===== src/rtl/uart_cmd_responder.sv =====
// uart_cmd_responder: parses framed register read/write commands from a UART byte
// stream, executes them on a 16x8 register file and returns an acknowledge frame.
module uart_cmd_responder #(
   parameter int TIMEOUT_CYCLES = 100000
) (
   input  logic       clk,
   input  logic       rst,
   input  logic [7:0] rx_data,
   input  logic       rx_valid,
   input  logic       rx_err,
   input  logic       tx_busy,
   output logic [7:0] tx_data,
   output logic       tx_req,
   output logic [7:0] ctrl_out,
   input  logic [7:0] status_in,
   output logic       busy,
   output logic       frame_drop
);
   localparam int CW = $clog2(TIMEOUT_CYCLES + 1);
   typedef enum logic [3:0] {IDLE, CMD, ADDR, DATA, CSUM, EXEC, TX_HDR, TX_STAT, TX_DATA} state_t;
   typedef enum logic [1:0] {ISSUE, GUARD, WAIT} phase_t;
   state_t        state_q, state_d;
   phase_t        phase_q, phase_d;
   logic [7:0]    cmd_q, cmd_d, addr_q, addr_d, data_q, data_d;
   logic [7:0]    status_q, status_d, rdata_q, rdata_d;
   logic          err_q, err_d;
   logic [CW-1:0] cnt_q, cnt_d;
   logic [7:0]    regs_q [16];
   logic [7:0]    regs_d [16];
   logic          collect, in_tx, rd_ok, err_all;
   logic [7:0]    csum_exp;
   assign collect    = state_q inside {CMD, ADDR, DATA, CSUM};
   assign in_tx      = state_q inside {TX_HDR, TX_STAT, TX_DATA};
   assign rd_ok      = status_q == 8'h00 && cmd_q == 8'h02;
   assign err_all    = err_q | rx_err;
   assign csum_exp   = cmd_q ^ addr_q ^ (cmd_q == 8'h01 ? data_q : 8'h00);
   assign busy       = state_q != IDLE;
   assign ctrl_out   = regs_q[0];
   assign tx_req     = in_tx && phase_q == ISSUE && !tx_busy;
   assign tx_data    = state_q == TX_HDR ? 8'h5A : state_q == TX_STAT ? status_q :
                       state_q == TX_DATA ? rdata_q : 8'h00;
   // A byte arriving in the expiry cycle wins because expiry requires !rx_valid
   assign frame_drop = collect && !rx_valid && cnt_q == CW'(TIMEOUT_CYCLES - 1);
   always_comb begin
      state_d  = state_q;
      phase_d  = phase_q;
      cmd_d    = cmd_q;
      addr_d   = addr_q;
      data_d   = data_q;
      status_d = status_q;
      rdata_d  = rdata_q;
      regs_d   = regs_q;
      err_d    = err_q | (collect & rx_valid & rx_err);
      cnt_d    = collect ? (rx_valid ? '0 : cnt_q + CW'(1)) : '0;
      case (state_q)
         IDLE: if (rx_valid && rx_data == 8'hA5) begin
            state_d = CMD;
            err_d   = rx_err;
         end
         CMD: if (rx_valid) begin
            cmd_d   = rx_data;
            state_d = ADDR;
         end
         ADDR: if (rx_valid) begin
            addr_d  = rx_data;
            state_d = cmd_q == 8'h01 ? DATA : CSUM;
         end
         DATA: if (rx_valid) begin
            data_d  = rx_data;
            state_d = CSUM;
         end
         CSUM: if (rx_valid) begin
            status_d = err_all ? 8'h03 : rx_data != csum_exp ? 8'h01 :
                       !(cmd_q inside {8'h01, 8'h02}) ? 8'h02 :
                       (cmd_q == 8'h01 && addr_q[3:0] == 4'hF) ? 8'h04 : 8'h00;
            state_d  = EXEC;
         end
         EXEC: begin
            if (status_q == 8'h00 && cmd_q == 8'h01) regs_d[addr_q[3:0]] = data_q;
            rdata_d = addr_q[3:0] == 4'hF ? status_in : regs_q[addr_q[3:0]];
            phase_d = ISSUE;
            state_d = TX_HDR;
         end
         default: begin
            phase_d = phase_q == ISSUE ? (tx_busy ? ISSUE : GUARD) :
                      phase_q == GUARD ? WAIT : (tx_busy ? WAIT : ISSUE);
            if (phase_q == WAIT && !tx_busy)
               state_d = state_q == TX_HDR ? TX_STAT : (state_q == TX_STAT && rd_ok) ? TX_DATA : IDLE;
         end
      endcase
      if (frame_drop) state_d = IDLE;
   end
   always_ff @(posedge clk) begin
      if (rst) begin
         state_q  <= IDLE;
         phase_q  <= ISSUE;
         cmd_q    <= '0;
         addr_q   <= '0;
         data_q   <= '0;
         status_q <= '0;
         rdata_q  <= '0;
         err_q    <= 1'b0;
         cnt_q    <= '0;
         regs_q   <= '{default: '0};
      end else begin
         state_q  <= state_d;
         phase_q  <= phase_d;
         cmd_q    <= cmd_d;
         addr_q   <= addr_d;
         data_q   <= data_d;
         status_q <= status_d;
         rdata_q  <= rdata_d;
         err_q    <= err_d;
         cnt_q    <= cnt_d;
         regs_q   <= regs_d;
      end
   end
endmodule


===== config.mk =====
export PLATFORM = sky130hd
export DESIGN_NAME = uart_cmd_responder
export DESIGN_NICKNAME = d
export VERILOG_FILES = /design/src/rtl/uart_cmd_responder.sv
export SDC_FILE = /design/constraint.sdc
export NUM_CORES = 1
export LEC_CHECK = 0
export CAP_MARGIN = 20
export CORE_MARGIN = 2
export CORE_UTILIZATION = 30
export CTS_BUF_LIST = sky130_fd_sc_hd__clkbuf_4 sky130_fd_sc_hd__clkbuf_8
export DETAILED_ROUTE_END_ITERATION = 12
export DONT_BUFFER_PORTS = 1
export SETUP_SLACK_MARGIN = 0.02
export SLEW_MARGIN = 20
export SYNTH_ARGS = -nofsm -noshare
export SYNTH_HDL_FRONTEND = slang
export SYNTH_SLANG_ARGS = --single-unit

===== constraint.sdc =====
create_clock -name clk -period 3.57 [get_ports clk]
set_input_delay 0.714 -clock clk [delete_from_list [all_inputs] [get_ports clk]]
set_output_delay 0.714 -clock clk [all_outputs]
set_load 0.05 [all_outputs]

# Word-level counts from Yosys, hierarchy flattened
# Cells that the tools add are included.
# totals
ram_bits	0
romBits	0
output_inout_bits	19
n_memories	0
latchBits	0
reg_bits	192
input_bits	21
# classes
addsub	1
n_eq_ne	21
shifts	0
magnitude_cmp	2
n_mul	0
n_div	0
n_bitwise	8
n_reduce_logical	30
mux	32
# ops
op	n
$bwmux 128	1
$mux 8	8
$bmux 8 s4	1
$demux 8 s4	1
$mux 4	8
$pmux 4 s6	1
$add 17x1->17 const B	1
$eq 17x17->1 const B	1
$eq 4x3->1 const B	4
$xor 8x8->8	2
$mux 3	5
$logic_and 1x1->1	11
$ne 2x2->1 const B	5
$reduce_and 2->1	5
$eq 4x2->1 const B	2
$eq 4x4->1 const B	2
$eq 8x1->1 const B	1
$eq 8x2->1 const B	1
$eq 8x8->1 const B	1
$logic_not 8->1	1
$ne 8x8->1	1
$reduce_bool 4->1	2
$reduce_bool 7->1	1
$mux 2	3
other kinds (20)	25

# Logic depth before layout (Yosys ltp)
# Gate-level depths: netlist of run 1.
# logic_depth
word_depth	7
ltp_mapped	9
mapped_depth_nobuf	7

# Worst setup path after synthesis of run 1
# No wires, ideal clock.
# synth_timing
path_kind	reg2out
start	register state_q[1]
end	output port tx_req
stages_incl_launch_ff	7
arrival_ns	2.627
required_ns	2.856
path_buffers	2
setup_slack_ns	0.229
cell_sequence	dfxtp_1 > clkbuf_1 > clkbuf_1 > nand2b_1 > nor3_1 > a21oi_1 > nor4_1
# synth_between
elab_chain_cells	4
word_cells_on_any_way	6
# synth_rtl
element	line_no	rtl
from (decl)	22	state_t state_q, state_d;
from (signal assigned)	106	state_q <= state_d;
$eq 4x3->1 / $eq 4x4->1 (equally long branches)	33	assign in_tx = state_q inside {TX_HDR, TX_STAT, TX_DATA};
$reduce_bool 3->1 (*)	33	
$logic_and 1x1->1 (*) (2 in series)	39	assign tx_req = in_tx && phase_q == ISSUE && !tx_busy;
to (decl)	13	output logic tx_req,
# Every way passes the cells marked *; elsewhere a longest branch is shown, timed or not.

# Worst setup path after layout of run 1
# layout_timing
start	register state_q[1]
end	output port frame_drop
# layout_between
elab_chain_cells	4
word_cells_on_any_way	7
# layout_rtl
element	line_no	rtl
$eq 4x1->1, or another cell as far along	32	assign collect = state_q inside {CMD, ADDR, DATA, CSUM};
$reduce_bool 4->1 (*)	32	
$logic_and 1x1->1 (*) (2 in series)	43	assign frame_drop = collect && !rx_valid && cnt_q == CW'(TIMEOUT_CYCLES - 1);
to (decl)	17	output logic frame_drop
# Marks and branches as above.

==> impl_metrics.csv, run 1 <==
group,metric,value,unit
global_route,overflow,0,
drt,wire_per_inst,17.0,um
power_and_ir_drop,powerDensity,379,nW/um^2
drt,routed_wl,21400,um
placement,hpwl,14100,um
job,cap_viol_max_count,0,
critical_path,cp_max_fo,17,
finish,final_common_cell,"dfxtp_1",
yosys,synth.yosys.seq_area_share,42.5,%
drt,drt_pass1_iterations,5,
critical_path,worst-setup-path-type,"reg -> out",
yosys,synth_edf_count,0,
placement,io_buffer_count,0,
timing,whs,331,ps
drt,antenna_left,0,
finish,nets,887,
timing,fin_crit,3150,ps
yosys,synthFlopType,"dfxtp_1",
power_and_ir_drop,ir_drop,183,uV
drt,drc,0,
floorplanning,dieArea,29500,um^2
timing,worst_pin_slew,890,ps
finish,multiInputGateArea,4490,um^2
clock_tree,post_cts_buffers,0,
placement,placed_cells,1224,
yosys,synth_cell_type_count,54,
floorplanning,std_cell_rows,61,
critical_path,cp.arrival,2430,ps
clock_tree,clk_latency,470,ps
power_and_ir_drop,p_leak,2.97,nW
yosys,syn_area_per_cell,9.35,um^2
status,status,"finished clean",
timing,relSlewSlack,40.6,%
clock_tree,cts_resized,0,
global_route,grt.total_usage,15.0,%
finish,nFillCells,2822,
yosys,syn_inst,902,
timing,setup_viol,0,
yosys,ys_async_sr_fraction,0,%
critical_path,endpoint_kind,"primary output",
timing,skew,19.9,ps
floorplanning,io_pins,40,
timing,timing.final.crit_share,88.1,%
clock_tree,postCtsHoldBufs,0,
clock_tree,cts.sink_count,179,
global_route,antenna_found_initial,1,
clock_tree,clk_pin_slew,100,ps
floorplanning,start_util,30.5,%
finish,drive_above_1_share,12.6,%
global_route,first_global_vias,6088,
hold_path,min_path_cells,1,
placement,place_congestion,0.740,
global_route,grt_pass1_wl,34000,um
timing,max_freq,0.318,GHz
drt,drtIter0Drc,548,
floorplanning,chipHeight,172,um
critical_path,ff2ff_path_depth,7,
clock_tree,cts_tree,"yes",
finish,num_antenna_cells,0,
hold_path,hp-class,"in -> reg",
clock_tree,cts_made_buffers,17,
yosys,ys_seq_elements,179,
clock_tree,cts-root-buf,"clkbuf_8",
floorplanning,core,27700,um^2
timing,hold_violations,0,
finish,utilization,33.0,%
finish,mostFrequentLayoutCells,"177 x dfxtp_1, 127 x nor2_1, 105 x mux2i_1",
finish,stdcell_count,1256,
critical_path,startpoint_type,"flip-flop",
drt,vias,6275,
timing,rsz0062_at_grt,"false",
timing,finalSetupTns,0,ps
yosys,yosysWarningCount,0,
clock_tree,h-tree-depth,4,
finish,syn2layout_area_growth,8.41,%
finish,seq_area,3590,um^2
yosys,synthesis.area,8440,um^2
clock_tree,cts.path.max_buffers,2,
timing,drv_slew,0,
global_route,grt_max_degree,162,
floorplanning,die_w,172,um
drt,via_per_inst,5.00,
yosys,syn-num-nets,924,
power_and_ir_drop,power.total,3.47,mW
critical_path,required,2860,ps
routing by layer:
metal  GRT usage (%)  part of all wire (%)  wire, um
met5               0                 0.084        18
met4            3.68                  0.89       190
met3            4.39                   5.7      1210
met2            24.5                    47     10000
met1            19.3                    46      9890
logic make-up after synthesis:
| group | Yosys count | synth area share (%) |
|---|---|---|
| AO/OA/AOI/OAI | 120 | 8.14 |
| multiplexers | 137 | 21.0 |
| flip-flops | 179 | 42.5 |
| XOR/XNOR | 28 | 4.09 |
| buffers and inverters | 91 | 4.66 |
| AND/OR/NAND/NOR | 346 | 19.5 |
| adder cells (fa/ha/maj) | 1 | 0.148 |
path summary, 6_finish.rpt:
path | start | slack [ps] | to
setup / recovery | state_q[1] | 420 | frame_drop
hold reg to reg | rdata_q[7] | 450 | rdata_q[7]
setup reg to reg | cmd_q[3] | 690 | ctrl_out[7]
hold / removal | rst | 330 | err_q
cells in the mapped netlist, drive strengths merged (4+ instances only):
cell type  instances  share of area (%)
nor4               7               0.87
clkbuf            48                2.1
xnor2              8               0.83
inv               10               0.44
nor4b              5               0.52
mux4              32                8.5
o21ai             22                1.3
a21oi             69                4.1
nand4              5               0.37
and3               4               0.30
mux2i            105                 12
xor2              13                1.3
nor2b              6               0.44
nand2             82                3.6
o211ai             8               0.71
nand3             62                3.8
xnor3              4                1.1
nand2b             8               0.59
or4                5               0.44
nor3              14               0.96
nor2             132                6.0
dfxtp            179                 42
buf               33                2.1
a31o               4               0.42
flip-flops by register name, indices dropped and copies added (netlist names):
signal    flops
regs_q      112
cnt_q        17
cmd_q         8
phase_q       2
data_q        8
status_q      3
addr_q        8
ctrl_out      8
state_q       4
err_q         1
rdata_q       8
through the flow:
| stage | worst slack, ps | area [um^2] |
|---|---|---|
| 2_1_floorplan | 229 | 8440 |
| 3_3_place_gp | 743 | 8780 |
| 3_5_place_dp | 727 | 8780 |
| 4_1_cts | 399 | 9140 |
| 5_1_grt | 187 | 9150 |
| 6_report | 425 | 9150 |
critical path, cell delays in order (launching register included):
cell and delay [ps]:
dfxtp_1 690, nor3_1 150, nor4_1 490, nand3_1 170, nor3_2 220, buf_4 230
where the power goes:
group / internal [mW] / switching [mW]
clock network: 0.529 / 0.782
registers: 2.00 / 0.0107
logic: 0.0569 / 0.0819
layout make-up:
class                           instances  share of cell area [%]
Clock buffer                           20                    2.87
Clock inverter                         12                    1.07
Inverter                               10                   0.410
Multi-Input combinational cell        632                    49.1
Sequential cell                       179                    39.2
Tap cell                              378                    5.17
Timing Repair Buffer                   25                    2.19
Note: power is estimated with default switching activity, not from simulation.
==> run 2: changes to the inputs <==
Settings changed: CORE_MARGIN 2 to 4.
==> run 2 against run 1 <==
Highest routed layer is now met4. Critical endpoint unchanged. Global-route usage decreased by 1.5 points. Die area grew 4.7%. Worst hold slack better by 9.2 ps. Sequential share of layout area is 0.20 points lower. Cell count down 0.16%. Clock skew hardly changed. First-iteration DRC count shrank 2.6%.
==> impl_metrics.csv, run 2 (synthesis gave the netlist of run 1 again) <==
group,metric,value,unit
finish,drive_above_1_share,12.3,%
clock_tree,cts_tree,"yes",
timing,skew,20.1,ps
power_and_ir_drop,p_leak,2.99,nW
drt,wl_met1,9880,um
power_and_ir_drop,combinationalPowerShare,3.7,%
timing,finalSetupTns,0,ps
critical_path,endpoint_kind,"primary output",
timing,rsz0062_at_grt,"false",
finish,regMostFlops,"regs_q",
finish,largest_register_ffs,112,
drt,wl_met3,1040,um
global_route,grt_pass1_wl,33100,um
global_route,grt.total_usage,13.4,%
clock_tree,cts.sink_count,179,
timing,max_freq,0.329,GHz
floorplanning,die_w,176,um
job,cap_viol_max_count,0,
clock_tree,cts_made_buffers,17,
floorplanning,io_pins,40,
clock_tree,post_cts_buffers,0,
drt,dr_wl_met2,9680,um
drt,routed_wl,20800,um
global_route,grt_max_degree,162,
clock_tree,cts_resized,0,
timing,setup_viol,0,
finish,num_antenna_cells,0,
finish,final_common_cell,"dfxtp_1",
critical_path,path_cells,"buf_4 > nor3_1 > nor4_1 > nand3_1 > nor3_2 > buf_4",
critical_path,worstPathBufferInverterCount,2,
global_route,antenna_found_initial,0,
timing,worst_pin_slew,1010,ps
power_and_ir_drop,clockPowerShare,40.6,%
global_route,overflow,0,
finish,top_regs,"regs_q (112), cnt_q (17)",
critical_path,worst-setup-path-type,"reg -> out",
critical_path,startpoint_type,"flip-flop",
clock_tree,h-tree-depth,4,
critical_path,cp.arrival,2330,ps
clock_tree,postCtsHoldBufs,0,
power_and_ir_drop,power_switching,0.912,mW
critical_path,cp_common_cell,"buf_4",
critical_path,critPathSlowestCell,"dfxtp_1",
status,status,"finished clean",
placement,place_congestion,0.775,
drt,drt_pass1_iterations,5,
clock_tree,clk_pin_slew,90,ps
drt,vias,6270,
timing,fin_crit,3040,ps
drt,wire_per_inst,16.6,um
hold_path,hp-class,"in -> reg",
finish,mostFrequentLayoutCells,"177 x dfxtp_1, 127 x nor2_1, 105 x mux2i_1",
power_and_ir_drop,pwr-share-seq,55.7,%
critical_path,required,2860,ps
drt,via_per_inst,5.00,
placement,hpwl,13900,um
drt,drc,0,
critical_path,cp_top_family,"simple AND/OR/NAND/NOR gates",
floorplanning,chipHeight,176,um
drt,drtIter0Drc,534,
clock_tree,cts-root-buf,"clkbuf_8",
timing,worst_slack,528,ps
power_and_ir_drop,power.total,3.63,mW
drt,antenna_left,0,
power_and_ir_drop,sw_frac_of_total,25.1,%
floorplanning,core,27800,um^2
floorplanning,start_util,30.4,%
finish,syn2layout_area_growth,8.96,%
placement,io_buffer_count,0,
timing,hold_violations,0,
critical_path,max_stage_delay,530,ps
timing,timing.final.crit_share,85.2,%
timing,drv_slew,0,
clock_tree,clk_latency,470,ps
floorplanning,dieArea,30900,um^2
power_and_ir_drop,powerDensity,395,nW/um^2
timing,relSlewSlack,32.3,%
drt,dr.max_layer_used,"met4",
critical_path,cp_max_fo,12,
floorplanning,std_cell_rows,61,
placement,pre_cts_slack,733,ps
power_and_ir_drop,ir_drop,180,uV
clock_tree,cts.path.max_buffers,2,
global_route,first_global_vias,5872,
power_and_ir_drop,p_int,2.72,mW
finish,nets,885,
finish,nFillCells,2887,
[run 2: area by class of cell]
type                    count  area (um^2)  share of cell area (%)
repair buffers             23          185                    2.01
inverters                  10         37.5                   0.408
clock buffers              17          234                    2.54
flip-flops and latches    179         3590                    39.0
multi-input cells         632         4490                    48.8
clock inverters            15          193                    2.10
well taps                 378          473                    5.14
[run 2: worst paths after layout]
kind | start | endpoint | slack [ps] | depth (start not counted)
hold reg to reg | rdata_q[7] | rdata_q[7] | 450 | 2
setup / recovery | state_q[0] | frame_drop | 530 | 6
setup reg to reg | cmd_q[3] | regs_q[105] | 680 | 7
hold / removal | rst | rdata_q[7] | 340 | 1
[run 2: routing by layer]
layer / GRT usage, % / vias to the layer above
met5: 0 / -
met4: 3.70 / 0
met3: 2.76 / 14
met2: 21.3 / 137
met1: 18.7 / 3040
li1: - / 3079
[run 2: power groups by stage]
stage | combinational (mW) | sequential, mW | clock, mW
final | 0.133 | 2.02 | 1.47
after floorplan | 0.138 | 2.06 | 0
after detailed placement | 0.133 | 2.07 | 0
after global placement | 0.131 | 2.07 | 0
after global routing | 0.146 | 2.02 | 1.59
after CTS | 0.133 | 2.02 | 1.51
[run 2: worst reg2reg max path: stages, from the launching register on]
cell	delay (ps)
dfxtp_1	330
or4_1	590
or4_1	690
nor4_4	290
buf_4	360
nand2_1	320
nand2_1	150
a21oi_1	70
[run 2: stage by stage]
step                      area [um^2]  hold WS [ps]  util, %  instances
after floorplan                  8440           427        -        902
after global placement           8770           428     31.6       1222
after detailed placement         8770           436     31.6       1222
after CTS                        9190           282     33.1       1254
after global routing             9190           276     33.1       1254
final                            9190           340     33.1       1254
